`config.mk`:
```
export PLATFORM = sky130hd
export DESIGN_NAME = adder_share_arb
export DESIGN_NICKNAME = d
export VERILOG_FILES = /design/src/rtl/adder_share_arb.sv
export SDC_FILE = /design/constraint.sdc
export NUM_CORES = 1
export LEC_CHECK = 0
export CORE_UTILIZATION = 40
export DETAILED_ROUTE_END_ITERATION = 10
export PLACE_DENSITY_LB_ADDON = 0.25
export SETUP_SLACK_MARGIN = 0.1
export SLEW_MARGIN = 20
export SYNTH_ARGS = -nofsm -noshare
export SYNTH_HDL_FRONTEND = slang
export SYNTH_SLANG_ARGS = --single-unit
```
`constraint.sdc`:
```
create_clock -name clk -period 2.65 [get_ports clk]
set_input_delay 0.265 -clock clk [delete_from_list [all_inputs] [get_ports clk]]
set_output_delay 0.265 -clock clk [all_outputs]
set_load 0.005 [all_outputs]
```
`src/rtl/adder_share_arb.sv`:
```
// Round-robin arbiter that time-shares one W-bit adder among NREQ requesters.
// A request is granted in IDLE, summed in CALC, and returned on a single response channel in RESP.
module adder_share_arb #(
   parameter int NREQ = 4,
   parameter int W    = 4,
   parameter int IDW  = 2
) (
   input  logic              clk,
   input  logic              rst_n,
   input  logic [NREQ-1:0]   req_valid,
   input  logic [NREQ*W-1:0] req_a,
   input  logic [NREQ*W-1:0] req_b,
   output logic [NREQ-1:0]   req_ready,
   output logic              rsp_valid,
   output logic [IDW-1:0]    rsp_id,
   output logic [W:0]        rsp_sum,
   input  logic              rsp_ready,
   output logic              busy,
   output logic [7:0]        txn_cnt
);

   typedef enum logic [1:0] {S_IDLE, S_CALC, S_RESP} state_t;

   state_t         r_state, w_state_next;
   logic [IDW-1:0] r_rr_ptr, r_id, r_rsp_id;
   logic [W-1:0]   r_a, r_b;
   logic [W:0]     r_sum;
   logic [7:0]     r_txn_cnt;

   logic [IDW-1:0] w_grant_id, w_ptr_next;
   logic           w_grant_found, w_take, w_done;
   logic [W-1:0]   w_grant_a, w_grant_b;
   int             w_idx;

   // Scan from the farthest candidate back to rr_ptr so the nearest valid one wins.
   always_comb begin
      w_grant_found = 1'b0;
      w_grant_id    = '0;
      w_idx         = 0;
      for (int k = NREQ - 1; k >= 0; k--) begin
         w_idx = int'(r_rr_ptr) + k;
         if (w_idx >= NREQ) w_idx = w_idx - NREQ;
         if (req_valid[w_idx]) begin
            w_grant_found = 1'b1;
            w_grant_id    = IDW'(w_idx);
         end
      end
   end

   assign w_grant_a  = req_a[w_grant_id*W +: W];
   assign w_grant_b  = req_b[w_grant_id*W +: W];
   assign w_take     = (r_state == S_IDLE) && w_grant_found;
   assign w_done     = (r_state == S_RESP) && rsp_ready;
   assign w_ptr_next = (r_id == IDW'(NREQ - 1)) ? '0 : r_id + 1'b1;

   generate
      for (genvar gi = 0; gi < NREQ; gi++) begin : g_ready
         assign req_ready[gi] = w_take && (w_grant_id == IDW'(gi));
      end
   endgenerate

   always_comb begin
      w_state_next = r_state;
      case (r_state)
         S_IDLE:  if (w_take) w_state_next = S_CALC;
         S_CALC:  w_state_next = S_RESP;
         S_RESP:  if (w_done) w_state_next = S_IDLE;
         default: w_state_next = S_IDLE;
      endcase
   end

   always_ff @(posedge clk or negedge rst_n) begin
      if (!rst_n) begin
         r_state   <= S_IDLE;
         r_rr_ptr  <= '0;
         r_id      <= '0;
         r_a       <= '0;
         r_b       <= '0;
         r_sum     <= '0;
         r_rsp_id  <= '0;
         r_txn_cnt <= '0;
      end else begin
         r_state <= w_state_next;
         if (w_take) begin
            r_a  <= w_grant_a;
            r_b  <= w_grant_b;
            r_id <= w_grant_id;
         end
         if (r_state == S_CALC) begin
            r_sum    <= {1'b0, r_a} + {1'b0, r_b};
            r_rsp_id <= r_id;
         end
         // The pointer advances only on completion, so a grant never skips ahead.
         if (w_done) begin
            r_rr_ptr <= w_ptr_next;
            if (r_txn_cnt != 8'hFF) r_txn_cnt <= r_txn_cnt + 8'd1;
         end
      end
   end

   assign rsp_valid = (r_state == S_RESP);
   assign busy      = (r_state != S_IDLE);
   assign rsp_id    = r_rsp_id;
   assign rsp_sum   = r_sum;
   assign txn_cnt   = r_txn_cnt;

endmodule

```
==> results.cfg, run 1 <==
[sta]
grt_setup_unrepaired = no
finClkSkew_ns = 0.00636
timing.final.max_slew_violations = 0
holdWs_ns = 0.356
final_critical_path_setup_slack_ns = 0.373
fmax_mhz = 439
layout_worst_path_cycle_share = 0.859
timing.max_slew.rel_slack = 0.735
final_report_hold_violation_count = 0
tightest_slew_ns = 0.397
period_needed_ns = 2.28
setup_violations = 0
tns_ns = 0

[setup_path]
crit_path_max_fanout = 4
critical-path-max-stage-delay_ns = 0.50
cp_data_arrival_time_ns = 2.01
crit_required_ns = 2.38
crit_slowest_cell = sky130_fd_sc_hd__clkdlybuf4s50_1
critical_path.cell_chain = or2_2, a21o_1, inv_1, o21ai_1, nor2b_1, clkdlybuf4s50_1
critPathKind = reg -> out
start_kind = flop
critical_path.endpoint_type = primary output

[drt]
drt_iter0_drc = 24
drt_drc_violations_left = 0
via_count = 1324
wl_per_cell_um = 13.5
drt_pre_antenna_iters = 4
wirelength_um = 3460
final_antenna_net_count = 0
route.detailed.vias_per_inst = 5.17

[outcome]
run_status = finished, final reports clean

[synthesis]
post_synth_instance_area_um2 = 1560
count_of_cell_types_in_the_netlist = 30
post_synth_inst_count = 140
yosysWarnings = 0
netlist_top_cells_area = sky130_fd_sc_hd__dfrtp_1, sky130_fd_sc_hd__mux2i_1, sky130_fd_sc_hd__ha_1
synth.ff_latch_count = 29
synth_top_cell_area_share = 0.465
synth_nets = 186
synth_seq_area_share = 0.465
synthesis.area_per_instance_um2 = 11.1
most_area_hungry_cell_type_in_the_yosys_netlist = sky130_fd_sc_hd__dfrtp_1

[place]
gp_congestion = 0.809
place.detailed.instances = 248
io_buf_count = 59
sum_of_net_half_perimeters_after_detailed_placement_um = 2660
dp_worst_setup_slack_ns = 0.409

[layout]
finalNonFillerCells = 256
filler_cell_count = 326
layout_commonest_cell = sky130_fd_sc_hd__clkdlybuf4s50_1
area_growth_syn_to_layout_pct = 48.7
design.final.nets = 253
final_layout_size_suffix_gt1_frac = 0.106
mostFrequentLayoutCells = sky130_fd_sc_hd__clkdlybuf4s50_1, sky130_fd_sc_hd__dfrtp_1, sky130_fd_sc_hd__nand2_1
num_antenna_cells = 0

[clocking]
clk-insertion-delay-late_ns = 0.28
post_cts.repair.setup_buffers = 0
clk_root_buffer_cell = sky130_fd_sc_hd__clkbuf_8
worst_setup_hold_path_clk_slew_ns = 0.06
clock-sinks = 29
cts_buffer_depth = 2
cts_made_buffers = 5
cts_hold_buffers = 0
cts_tree = yes
htreeDepth = 2
postCtsResizedCells = 0

[power_and_ir_drop]
leakagePower_uw = 0.00106
irDropWorstVdd_mv = 0.451
power.density_cell_area_nw_per_um2 = 992

[global_routing]
grt_first_pass_wirelength_um = 5750
globalRouteOverflowTotal = 0
antenna_found_initial = 0
grt_pass1_vias = 1346
pin_count_of_the_biggest_net_entering_global_routing = 30
grt_util_all_layers = 0.183

[die]
floorplan.die.width_um = 64.5
ios = 60
floorplan.rows = 22
core-area_um2 = 3690
floorplan.initialDensity = 0.423
die_h_um = 64.5
design.die.area_um2 = 4150

[min_path]
hold_class = in -> async

[flow_run]
timing.max_cap.violations = 0
## final cells by class
class	instances	area (um2)	share of cell area
clock inverters	1	5.00	0.00216
well taps	48	60.1	0.0259
repair buffers	64	628	0.271
flip-flops and latches	29	726	0.313
inverters	2	7.51	0.00324
multi-input cells	105	797	0.344
clock buffers	7	96.3	0.0415
## state kept, by name, indices dropped and copies added (netlist names)
register,count
txn_cnt,8
r_id,2
r_a,4
rsp_sum,5
r_state,2
rsp_id,2
r_b,4
r_rr_ptr,2
## cells in the mapped netlist (all sizes together)
library cell and count:
dfrtp 29, inv 2, a211oi 1, mux2i 17
nand2 20, nand2b 5, a21o 3, xor2 3
o221ai 8, a41oi 1, and4 1, a211o 1
mux2 6, fa 1, or2 1, xnor2 6
nor2b 1, nor3b 1, o21ai 6, o31ai 1
nand3 2, nor2 6, ha 6, clkbuf 2
a2111oi 1, nand4 2, a21oi 3, buf 2
and3 2
## metrics by stage
stage	utilization	cell area [um2]	total power (uW)
global placement	0.601	2220	1870
finish	0.629	2320	2300
floorplan	-	1560	1440
global route	0.629	2320	2490
detailed placement	0.601	2220	1920
CTS	0.629	2320	2330
## logic make-up (layout without fill, tap and decap cells)
kind of cell               count (synthesis)  count (layout)  share of synthesized area
DFF                                       29              29                      0.465
xor gates and xnor gates                   9               9                     0.0505
AOI/OAI and AO/OA                         25              25                      0.123
muxes                                     23              23                      0.152
buffers and inverters                      6              74                     0.0241
and+or+nand+nor                           41              41                      0.123
adders and majority gates                  7               7                     0.0609
## worst max-delay path, delay by kind of cell, from the launching register on
family                 cells  cell delay (ns)
buffers and inverters      2             0.60
DFF                        1             0.39
AOI/OAI and AO/OA          2             0.29
and+or+nand+nor            2             0.44
## power breakdown
group          internal [uW]  switching, uW  total, uW
Sequential               636            164        800
Clock                    234            162        396
Combinational            631            475       1110
## metal layers
| metal | track usage | up-vias | share of wire | wire length [um] |
|---|---|---|---|---|
| li1 | - | 639 | - | - |
| met1 | 0.202 | 643 | 0.43 | 1490 |
| met2 | 0.322 | 38 | 0.52 | 1780 |
| met3 | 0.0528 | 4 | 0.045 | 154 |
| met4 | 0.0833 | 0 | 0.0087 | 30 |
| met5 | 0 | - | 0 | 0 |
## final timing paths
check,from,endpoint,slack [ns],depth (start not counted)
worst max-delay path,r_state[1],req_ready[0],0.37,6
min in group clk,rsp_sum[4],rsp_sum[4],0.51,2
max in group asynchronous,rst_n,r_a[0],2.02,2
worst max register to register,r_rr_ptr[1],r_a[3],0.81,6
worst min register to register,rsp_sum[4],rsp_sum[4],0.51,2
worst min-delay path,rst_n,rsp_sum[3],0.36,2
(Power assumes the default switching activity.)
==> inputs of run 2 (changes only) <==
--- a/config.mk
+++ b/config.mk
@@ -7,7 +7,7 @@
 export LEC_CHECK = 0
 export CORE_UTILIZATION = 40
 export DETAILED_ROUTE_END_ITERATION = 10
-export PLACE_DENSITY_LB_ADDON = 0.25
+export PLACE_DENSITY = 0.74
 export SETUP_SLACK_MARGIN = 0.1
 export SLEW_MARGIN = 20
 export SYNTH_ARGS = -nofsm -noshare
==> constraint.sdc (replaced) <==
create_clock -name clk -period 2.3 [get_ports clk]
set_input_delay 0.23 -clock clk [delete_from_list [all_inputs] [get_ports clk]]
set_output_delay 0.23 -clock clk [all_outputs]
set_load 0.005 [all_outputs]
==> run 2 against run 1 <==
Effect of this change:
- utilization up 1.6 points
- non-clock buffer count up 6
- critical path depth unchanged
- hold slack worse by 0.043 ns
- global-route usage up 0.51 points
- final cell count up 2.3%
- clock-buffer cell count unchanged
- via count up 1.4%
- register-to-register slack worse by 0.29 ns
- wire length up 3.8%
- combinational power up 22%
- worst setup slack worse by 0.25 ns
- highest routed layer unchanged
==> results.cfg, run 2 (synthesis gave the netlist of run 1 again) <==
[die]
floorplan.die.width_um = 64.5
design.die.area_um2 = 4150
floorplan.rows = 22
ios = 60
die_h_um = 64.5
core-area_um2 = 3690
floorplan.initialDensity = 0.423

[clocking]
clock-sinks = 29
cts_buffer_depth = 2
cts_tree = yes
cts_made_buffers = 5
clk-insertion-delay-late_ns = 0.28
cts_hold_buffers = 0
worst_setup_hold_path_clk_slew_ns = 0.06
clk_root_buffer_cell = sky130_fd_sc_hd__clkbuf_8
htreeDepth = 2

[power_and_ir_drop]
irDropWorstVdd_mv = 0.614
leakagePower_uw = 0.00114
post-layout-total-power_uw = 2730
power.density_cell_area_nw_per_um2 = 1150

[drt]
route.detailed.vias_per_inst = 5.13
drt_pre_antenna_iters = 4
drt_drc_violations_left = 0
drt_iter0_drc = 29
wirelength_um = 3590
wl_per_cell_um = 13.7
final_antenna_net_count = 0
via_count = 1343

[layout]
largest_register_ff_count = 8
mostFrequentLayoutCells = sky130_fd_sc_hd__clkdlybuf4s50_1, sky130_fd_sc_hd__dfrtp_1, sky130_fd_sc_hd__nand2_1
layout_commonest_cell = sky130_fd_sc_hd__clkdlybuf4s50_1
num_antenna_cells = 0
area_growth_syn_to_layout_pct = 52.4
final_layout_size_suffix_gt1_frac = 0.150
design.final.nets = 259

[sta]
period_needed_ns = 2.17
tns_ns = 0
tightest_slew_ns = 0.417
final_critical_path_setup_slack_ns = 0.126
final_report_hold_violation_count = 0
timing.max_slew.rel_slack = 0.722
timing.final.max_slew_violations = 0
layout_worst_path_cycle_share = 0.945
holdWs_ns = 0.313
finClkSkew_ns = 0.00760
fmax_mhz = 460
grt_setup_unrepaired = yes
setup_violations = 0

[setup_path]
crit_slowest_cell = sky130_fd_sc_hd__clkdlybuf4s50_1
critPathKind = in -> out
cp_data_arrival_time_ns = 1.94
critical_path.cell_chain = clkdlybuf4s50_1, nand2b_1, a211oi_1, nor2_1, and3_1, clkdlybuf4s50_1
path_depth = 6
worstPathBufferInverterCount = 2
cpLargestDelayFamily = buffers and inverters
crit_path_max_fanout = 4
worst_r2r_path_depth = 6
start_kind = primary input
critical-path-top-cell-by-count = sky130_fd_sc_hd__clkdlybuf4s50_1
critical-path-max-stage-delay_ns = 0.46
crit_required_ns = 2.07
critical_path.endpoint_type = primary output

[min_path]
hold_class = in -> async

[outcome]
run_status = finished, final reports clean

[global_routing]
grt_pass1_vias = 1403
antenna_found_initial = 0
globalRouteOverflowTotal = 0
pin_count_of_the_biggest_net_entering_global_routing = 30
grt_first_pass_wirelength_um = 5950
grt_util_all_layers = 0.188

[place]
io_buf_count = 59
gp_congestion = 0.790
dp_worst_setup_slack_ns = 0.0464
sum_of_net_half_perimeters_after_detailed_placement_um = 2680

[flow_run]
timing.max_cap.violations = 0
## run 2: cell count changes in the layout (fill, tap and decap cells not counted)
cell,previous run,this run
sky130_fd_sc_hd__buf_4,5,11
sky130_fd_sc_hd__clkdlybuf4s50_1,59,56
sky130_fd_sc_hd__dlymetal6s2s_1,0,3
sky130_fd_sc_hd__a211o_1,1,0
sky130_fd_sc_hd__a211o_2,0,1
sky130_fd_sc_hd__dfrtp_1,29,28
sky130_fd_sc_hd__dfrtp_2,0,1
sky130_fd_sc_hd__inv_1,2,1
sky130_fd_sc_hd__inv_2,0,1
sky130_fd_sc_hd__o21ai_1,1,0
sky130_fd_sc_hd__o21ai_2,0,1
## run 2: path summary, 6_finish.rpt
path	slack, ns	start	end
worst min-delay path	0.31	rst_n	r_b[0]
max in group asynchronous	1.69	rst_n	r_rr_ptr[1]
worst min register to register	0.50	rsp_sum[4]	rsp_sum[4]
worst max-delay path	0.13	req_valid[3]	req_ready[2]
min in group clk	0.50	rsp_sum[4]	rsp_sum[4]
worst max register to register	0.52	r_rr_ptr[1]	r_b[3]
## run 2: through the flow
step	area [um2]	utilization	std cells
after floorplan	1560	-	140
after CTS	2330	0.633	257
after global routing	2380	0.645	262
final	2380	0.645	262
after global placement	2230	0.603	249
after detailed placement	2230	0.603	249
## run 2: what timing repair did
item	4_1_cts	5_1_grt
resized for setup	4	3
buffers inserted	0	5
pin swaps	0	1
setup endpoints to repair	4	4
## run 2: layout make-up
class	instances	area [um2]
sequential	29	727
fill	291	1310
clock buffer	7	96.3
inverter	2	7.51
timing repair buffer	70	681
tap	48	60.1
clock inverter	1	5.00
multi-input combinational	105	802
## run 2: layer usage
| metal | up-vias | part of all wire | track usage |
|---|---|---|---|
| met5 | - | 0 | 0 |
| li1 | 649 | - | - |
| met2 | 46 | 0.51 | 0.320 |
| met4 | 0 | 0.0078 | 0.0833 |
| met3 | 3 | 0.049 | 0.0440 |
| met1 | 645 | 0.43 | 0.225 |
## run 2: where the power goes
group	leakage, uW	internal, uW	switching (uW)
sequential	0.000363	735	191
clock	0.0000542	270	185
combinational	0.000719	772	581
total	0.00114	1780	958
